### src/rtl/salyut1_rstctrl.sv
// Salyut-1 reset request controller: button debounce, request priority,
// stretched full/cpu reset pulses and a sticky reset-cause register.
module salyut1_rstctrl #(
  parameter int FULL_CYCLES     = 64,
  parameter int CPU_CYCLES      = 16,
  parameter int HOLDOFF_CYCLES  = 8,
  parameter int DEBOUNCE_CYCLES = 1024
) (
  input  logic       clk,
  input  logic       rst,
  input  logic       btn_raw,
  input  logic       wdt_req,
  input  logic       sw_full_req,
  input  logic       sw_cpu_req,
  input  logic       dbg_cpu_hold,
  input  logic       cause_clr,
  output logic       full_rst,
  output logic       cpu_rst,
  output logic       busy,
  output logic [4:0] rst_cause
);

  localparam int MAX_FC = (FULL_CYCLES > CPU_CYCLES) ?
                          FULL_CYCLES : CPU_CYCLES;
  localparam int MAX_C  = (MAX_FC > HOLDOFF_CYCLES) ?
                          MAX_FC : HOLDOFF_CYCLES;
  localparam int CW     = $clog2(MAX_C);
  localparam int DW     = $clog2(DEBOUNCE_CYCLES + 1);

  localparam logic [CW-1:0] FULL_LD = CW'(FULL_CYCLES - 1);
  localparam logic [CW-1:0] CPU_LD  = CW'(CPU_CYCLES - 1);
  localparam logic [CW-1:0] HOLD_LD = CW'(HOLDOFF_CYCLES - 1);
  localparam logic [DW-1:0] DEB_MAX = DW'(DEBOUNCE_CYCLES);
  localparam logic [DW-1:0] DEB_HIT = DW'(DEBOUNCE_CYCLES - 1);

  typedef enum logic [1:0] {
    IDLE,
    FULL_ASSERT,
    CPU_ASSERT,
    HOLDOFF
  } state_t;

  state_t          state;
  state_t          state_n;
  logic [CW-1:0]   cnt;
  logic [CW-1:0]   cnt_n;
  logic            btn_s1;
  logic            btn_s2;
  logic [DW-1:0]   deb_cnt;
  logic            btn_req;
  logic [2:0]      pend_src;
  logic [2:0]      pend_src_n;
  logic            pend_cpu;
  logic            pend_cpu_n;
  logic            dbg_q;
  logic            take_full;
  logic            take_cpu;
  logic [2:0]      full_live;
  logic            full_any;
  logic            cpu_any;
  logic [4:0]      cause_set;
  logic [4:0]      cause_n;

  // Counter saturates, so a long press can only hit the fire value once.
  always_ff @(posedge clk or posedge rst) begin
    if (rst) begin
      btn_s1  <= 1'b0;
      btn_s2  <= 1'b0;
      deb_cnt <= '0;
      btn_req <= 1'b0;
    end else begin
      btn_s1  <= btn_raw;
      btn_s2  <= btn_s1;
      btn_req <= btn_s2 && (deb_cnt == DEB_HIT);
      if (!btn_s2) begin
        deb_cnt <= '0;
      end else if (deb_cnt != DEB_MAX) begin
        deb_cnt <= deb_cnt + DW'(1);
      end
    end
  end

  // Bit order matches rst_cause[3:1]: {sw_full, watchdog, button}.
  assign full_live = {sw_full_req, wdt_req, btn_req};
  assign full_any  = (|full_live) || (|pend_src);
  assign cpu_any   = sw_cpu_req || dbg_cpu_hold || pend_cpu;

  always_comb begin
    state_n   = state;
    cnt_n     = cnt;
    take_full = 1'b0;
    take_cpu  = 1'b0;
    unique case (state)
      IDLE: begin
        if (full_any) begin
          state_n   = FULL_ASSERT;
          cnt_n     = FULL_LD;
          take_full = 1'b1;
        end else if (cpu_any) begin
          state_n  = CPU_ASSERT;
          cnt_n    = CPU_LD;
          take_cpu = 1'b1;
        end
      end
      FULL_ASSERT: begin
        if (cnt == '0) begin
          state_n = HOLDOFF;
          cnt_n   = HOLD_LD;
        end else begin
          cnt_n = cnt - CW'(1);
        end
      end
      CPU_ASSERT: begin
        if (full_any) begin
          state_n   = FULL_ASSERT;
          cnt_n     = FULL_LD;
          take_full = 1'b1;
        end else if (cnt != '0) begin
          cnt_n = cnt - CW'(1);
        end else if (!dbg_cpu_hold && !dbg_q) begin
          // dbg_q keeps cpu_rst one cycle past the debugger release
          state_n = HOLDOFF;
          cnt_n   = HOLD_LD;
        end
      end
      HOLDOFF: begin
        if (cnt == '0) begin
          state_n = IDLE;
        end else begin
          cnt_n = cnt - CW'(1);
        end
      end
      default: begin
        state_n = IDLE;
      end
    endcase
  end

  always_comb begin
    pend_src_n = pend_src | full_live;
    pend_cpu_n = pend_cpu | sw_cpu_req;
    cause_set  = '0;
    if (take_full) begin
      pend_src_n     = '0;
      pend_cpu_n     = 1'b0;
      cause_set[3:1] = full_live | pend_src;
    end else if (take_cpu) begin
      pend_cpu_n   = 1'b0;
      cause_set[4] = 1'b1;
    end
    cause_n = (cause_clr ? 5'b0 : rst_cause) | cause_set;
  end

  always_ff @(posedge clk or posedge rst) begin
    if (rst) begin
      state     <= FULL_ASSERT;
      cnt       <= FULL_LD;
      full_rst  <= 1'b1;
      cpu_rst   <= 1'b1;
      pend_src  <= '0;
      pend_cpu  <= 1'b0;
      dbg_q     <= 1'b0;
      rst_cause <= 5'b00001;
    end else begin
      state     <= state_n;
      cnt       <= cnt_n;
      full_rst  <= (state_n == FULL_ASSERT);
      cpu_rst   <= (state_n == FULL_ASSERT) ||
                   (state_n == CPU_ASSERT);
      pend_src  <= pend_src_n;
      pend_cpu  <= pend_cpu_n;
      dbg_q     <= dbg_cpu_hold;
      rst_cause <= cause_n;
    end
  end

  assign busy = (state != IDLE);

endmodule
### config.mk
export PLATFORM = sky130hd
export DESIGN_NAME = salyut1_rstctrl
export DESIGN_NICKNAME = d
export VERILOG_FILES = /design/src/rtl/salyut1_rstctrl.sv
export SDC_FILE = /design/constraint.sdc
export NUM_CORES = 1
export LEC_CHECK = 0
export ABC_AREA = 1
export CAP_MARGIN = 20
export CORE_AREA = 8 8 88 75
export CTS_CLUSTER_SIZE = 24
export DETAILED_ROUTE_END_ITERATION = 10
export DIE_AREA = 0 0 96 83
export PLACE_DENSITY = 0.54
export SYNTH_ARGS = -nofsm -noshare
export SYNTH_HDL_FRONTEND = slang
export SYNTH_SLANG_ARGS = --single-unit
### constraint.sdc
create_clock -name clk -period 2.2 [get_ports clk]
set_input_delay 0.33 -clock clk [delete_from_list [all_inputs] [get_ports clk]]
set_output_delay 0.33 -clock clk [all_outputs]
set_load 0.05 [all_outputs]
==> run metrics, run 1 <==
status complete, no violations; Final Hold Slack 0.355 ns; Pwr Density 659 mW/mm²; Hold EP btn_s2$_DFF_PP0_; worst-path fanout max 1; setup bufs post-CTS 0; Slowest Stage Delay on Critical Path 0.80 ns; first-pass GRT wire length 6240 µm; drt pass-1 iters 4; vias 1377; Final Hold Vio Count 0; die area 0.00797 mm²; Final period util 88.0%; Hold Startpoint btn_s1$_DFF_PP0_; Post-synth EDFFs 0; fmax 0.517 GHz; vias in the first global route 1329; wire per inst 11.9 µm; FF-to-FF setup slack 0.42 ns; Clock Skews 0.00503 ns; sequential cell area fraction in the yosys report 49.6%; # rows 24; Crit path buffers/inverters 1; Mean Syn Cell Area 8.25 µm²; CTS Buf Count 5; post-synthesis async set-or-reset flop share 100%; area of the core 0.00519 mm²; First DRT Iteration DRCs 128; fin crit period 1.94 ns; CP Class register to primary output; I/O Pins 16; Leak Pwr 0.000930 µW; Clock transition at path regs 0.07 ns; Syn Inst Count 211; CP Cell Sequence clkdlybuf4s50_1; layout net count 245; crit end category primary output; overall power 1350 µW; CTS tree done; Detail Placement HPWL 2630 µm; most common cell in the netlist nand2_1; Mapped Nets 223; FF+latch count, synth 34; Syn Std Cell Area 0.00174 mm²; Synth warnings 0; largest net degree at the start of global routing 35; relative slew slack 66.3%; CP Launch Point full_rst$_DFF_PP1_; Num Clock Sinks 34; Die Ht 83 µm; area grow syn2layout 18.0%; delay-heaviest family, CP buffers and inverters; initial antenna violation count 0; DRC 0; CTS Buffer Depth 2; Via density 4.61; Reg-to-Reg End cpu_rst$_DFF_PP1_; Arr. time, crit path 1.61 ns; IR drop worst, VDD 0.000293 V; CTS Hold Buffers Added 0; Worst EP required 1.87 ns; Initial Util 33.5%; RSZ-0062 raised after global routing no; die width 96 µm; post-synth cell types 28; Inserted Diodes 0; antenna-violating nets left 0; largest cells by area after synthesis dfrtp_1 34%, dfstp_2 15%, nand2_1 9.7%; setup TNS 0 ns; CTS root buf clkbuf_8; # H-tree levels 2; Core Util, Final 39.6%; worst r2r path cells 9; Clock Latency Late Sink 0.28 ns; actual slew at the worst max-slew pin 0.504 ns; Setup-failing EPs final 0; hold path depth 0; pre-CTS setup slack 0.259 ns; FF-to-FF Start cnt[0]$_DFFE_PP1P_; startpoint types register; Post-synth top cells 45 x nand2_1, 29 x inv_1, 24 x dfrtp_1, 23 x nor2_1, 16 x nand3_1; Worst Hold Class register to register; Synth area leader dfrtp_1; cts repair resizes 0; fraction of final layout cells with drive strength greater than 1 17.1%; CP max stage cell clkdlybuf4s50_1; input/output buffers 15; max cap viols 0; DRT Wirelength 3570 µm; Yosys top cell area share 34.5%; total track usage 9.86%; final worst slack 0.264 ns; ys flop type dfrtp_1; Final Max Tran Viols 0; GRT overflow 0; GPL Wtd Cong 0.776
## state kept, by name, indices dropped and copies added (netlist names)
| signal | count |
|---|---|
| btn_s2 | 1 |
| cpu_rst | 1 |
| full_rst | 1 |
| cnt | 6 |
| pend_cpu | 1 |
| pend_src | 3 |
| deb_cnt | 11 |
| state | 2 |
| dbg_q | 1 |
| btn_req | 1 |
| rst_cause | 5 |
| btn_s1 | 1 |
## worst max-delay path by stage
stage	end	slack, ns	depth (start not counted)
after floorplan	cpu_rst$_DFF_PP1_	0.63	9
after CTS	full_rst	0.24	1
final	full_rst	0.26	1
after global placement	cpu_rst$_DFF_PP1_	0.29	9
after global routing	full_rst	0.22	1
after detailed placement	cpu_rst$_DFF_PP1_	0.26	9
## placed cells by master (no fill, tap or decap), types with 6 or more instances in the layout
cell type,Yosys,routed
nand2_1,45,45
clkdlybuf4s50_1,0,14
dfrtp_1,24,24
o21ai_0,9,9
nand3_1,16,16
inv_1,29,29
dfstp_2,10,10
nor3_1,7,7
a21oi_1,6,6
nor2_1,23,23
## layer usage
metal | vias up | global-route usage (%) | share of wire, % | routed length (µm)
met1 | 622 | 14.9 | 55 | 1960
li1 | 716 | - | - | -
met5 | - | 0 | 0 | 0
met2 | 34 | 12.2 | 37 | 1330
met3 | 5 | 2.79 | 6.1 | 217
met4 | 0 | 4.60 | 1.7 | 60
## metrics by stage
| stage | instances | area (µm²) |
|---|---|---|
| 4_1_cts | 299 | 2060 |
| 6_report | 299 | 2060 |
| 3_5_place_dp | 291 | 1970 |
| 5_1_grt | 299 | 2060 |
| 3_3_place_gp | 291 | 1970 |
| 2_1_floorplan | 211 | 1740 |
## power breakdown
group | switching, µW | internal (µW)
Clock | 215 | 219
Sequential | 41.7 | 682
Combinational | 117 | 79.7
## logic make-up (layout without fill, tap and decap cells)
group,Yosys count,after routing,share of synthesized area [%]
buffers and inverters,34,57,7.40
xor gates and xnor gates,5,5,2.51
and+or+nand+nor,112,112,30.5
DFF,34,34,49.6
adders and majority gates,4,4,2.87
AOI/OAI and AO/OA,22,22,7.11
## layout make-up
type                            instances  area, µm²
Fill cell                             559       3140
Sequential cell                        34        863
Multi-Input combinational cell        143        749
Timing Repair Buffer                   16        155
Inverter                               33        124
Tap cell                               65       81.3
Clock buffer                            6       72.6
Clock inverter                          2       10.0
No activity file was read; power rests on OpenSTA's default activity.
==> inputs of run 2 (changes only) <==
- CAP_MARGIN: 20 -> 25
==> results of run 2 <==
No change in the layout: final DEF, timing and power equal those of run 1.
==> inputs of run 3 (changes only) <==
- CTS_BUF_LIST: not set -> sky130_fd_sc_hd__clkbuf_8
- PLACE_DENSITY: 0.54 -> not set
- PLACE_DENSITY_LB_ADDON: not set -> 0.25
- clock period: 2.2 -> 1.63 ns (I/O delays scaled with it)
==> run 3 against run 2 <==
Against the previous run: cell count grew 5.0%; sequential share of layout area down 4.5 points; die area stayed put; worst hold slack lost 0.062 ns; total power grew 44%; critical endpoint is now cpu_rst$_DFF_PP1_.
==> run metrics, run 3 (same netlist as run 1, synthesis figures left out) <==
status complete, no violations; CTS Hold Buffers Added 0; fraction of final layout cells with drive strength greater than 1 28.5%; Num Clock Sinks 34; fin crit period 1.56 ns; Final Max Tran Viols 0; biggest regs deb_cnt (11), cnt (6), rst_cause (5); CTS Buf Count 5; max cap viols 0; layout net count 260; die area 0.00797 mm²; met2 Use GR 11.6%; Final Hold Slack 0.294 ns; CP Class register to register; I/O Pins 16; Storage cell area 863 µm²; actual slew at the worst max-slew pin 0.313 ns; Via density 4.56; CTS Buffer Depth 2; GPL Wtd Cong 0.781; # H-tree levels 2; setup TNS 0 ns; fmax 0.639 GHz; most frequent cells in the layout 42 x nand2_1, 29 x inv_1, 24 x dfrtp_1; Detail Placement HPWL 2710 µm; Clock Latency Late Sink 0.29 ns; antenna-violating nets left 0; # rows 24; relative slew slack 79.1%; met1 Use GR 15.5%; Clock transition at path regs 0.07 ns; largest net degree at the start of global routing 35; area grow syn2layout 32.3%; vias in the first global route 1322; footprint of the multi-input gates 815 µm²; commonest non-fill, non-tap cell in the layout nand2_1; Top reg by flops deb_cnt; GR Layer Usage met3 3.33%; DRT Wirelength 3720 µm; max reg flops 11; First DRT Iteration DRCs 90; CTS root buf clkbuf_8; grt peak-use layer met1; vias 1432; IR drop worst, VDD 0.000458 V; Worst Hold Class primary input to asynchronous set/reset pin; Worst EP required 1.86 ns; Leak Pwr 0.00105 µW; wire per inst 11.9 µm; fillers 509; total track usage 9.99%; CP Launch Point cnt[0]$_DFFE_PP1P_; Initial Util 33.5%; Arr. time, crit path 1.80 ns; first-pass GRT wire length 6300 µm; input/output buffers 15; crit end category register; area of the core 0.00519 mm²; DRC 0; startpoint types register; drt pass-1 iters 4; Pwr Density 848 mW/mm²; Final Hold Vio Count 0; Setup-failing EPs final 0; Die Ht 83 µm; die width 96 µm; FF-to-FF Start cnt[0]$_DFFE_PP1P_; Clock Skews 0.00348 ns; Final period util 95.9%; Inserted Diodes 0; GRT overflow 0; CTS tree done; worst-path fanout max 3; initial antenna violation count 0
==> run 3: cell types whose count changed in the layout (fill, tap and decap cells not counted), moves of 2 or more <==
| cell | delta |
|---|---|
| nand3_1 | -2 |
| nand2_1 | -3 |
| buf_12 | +6 |
| nand2_2 | +2 |
| clkdlybuf4s50_1 | -7 |
| buf_4 | +16 |
==> run 3: area by class of cell <==
cell class / instances / share of cell area (%)
clock buffers: 6 / 3.59
clock inverters: 2 / 0.543
inverters: 33 / 5.38
multi-input cells: 143 / 35.4
flip-flops and latches: 34 / 37.5
well taps: 65 / 3.53
repair buffers: 31 / 14.1
==> run 3: final timing paths <==
kind | endpoint | depth (start not counted) | slack [ns]
min in group clk | btn_s2$_DFF_PP0_ | 0 | 0.35
setup / recovery | cpu_rst$_DFF_PP1_ | 8 | 0.07
hold reg to reg | btn_s2$_DFF_PP0_ | 0 | 0.35
setup reg to reg | cpu_rst$_DFF_PP1_ | 8 | 0.07
max in group asynchronous | rst_cause[0]$_DFFE_PP1P_ | 3 | 1.09
hold / removal | btn_s1$_DFF_PP0_ | 3 | 0.29
==> run 3: worst max-delay path, stage by stage (launching register included) <==
cell	delay, ns
dfstp_2	0.37
inv_1	0.12
ha_4	0.18
nand2_2	0.08
nor2_4	0.15
nand3_2	0.11
a31oi_4	0.20
ha_1	0.25
inv_1	0.06
==> run 3: what timing repair did <==
action / 4_1_cts / 5_1_grt
setup buffers: 0 / 2
pin swaps: 0 / 3
gates resized for setup: 1 / 12
gates cloned: 0 / 0
setup endpoints to repair: 1 / 4
==> run 3: through the flow <==
stage	cell area, µm²	util (%)	setup WS [ns]	power, µW	cells
finish	2300	44.3	0.0662	1950	314
global placement	2120	40.7	-0.0392	1280	304
detailed placement	2120	40.7	-0.0426	1280	304
CTS	2220	42.7	0.00202	1960	312
global route	2300	44.3	-0.0247	2070	314
floorplan	1740	-	0.0562	1180	211
==> run 3: power by group <==
group / total, µW / internal, µW / switching, µW
clock: 655 / 339 / 316
combinational: 311 / 136 / 175
sequential: 987 / 921 / 66.0
total: 1950 / 1400 / 557
==> run 3: metal layers <==
layer / vias to the layer above / part of all wire, %
li1: 741 / -
met1: 647 / 52
met2: 36 / 39
met3: 8 / 6.4
met4: 0 / 1.9
met5: - / 0
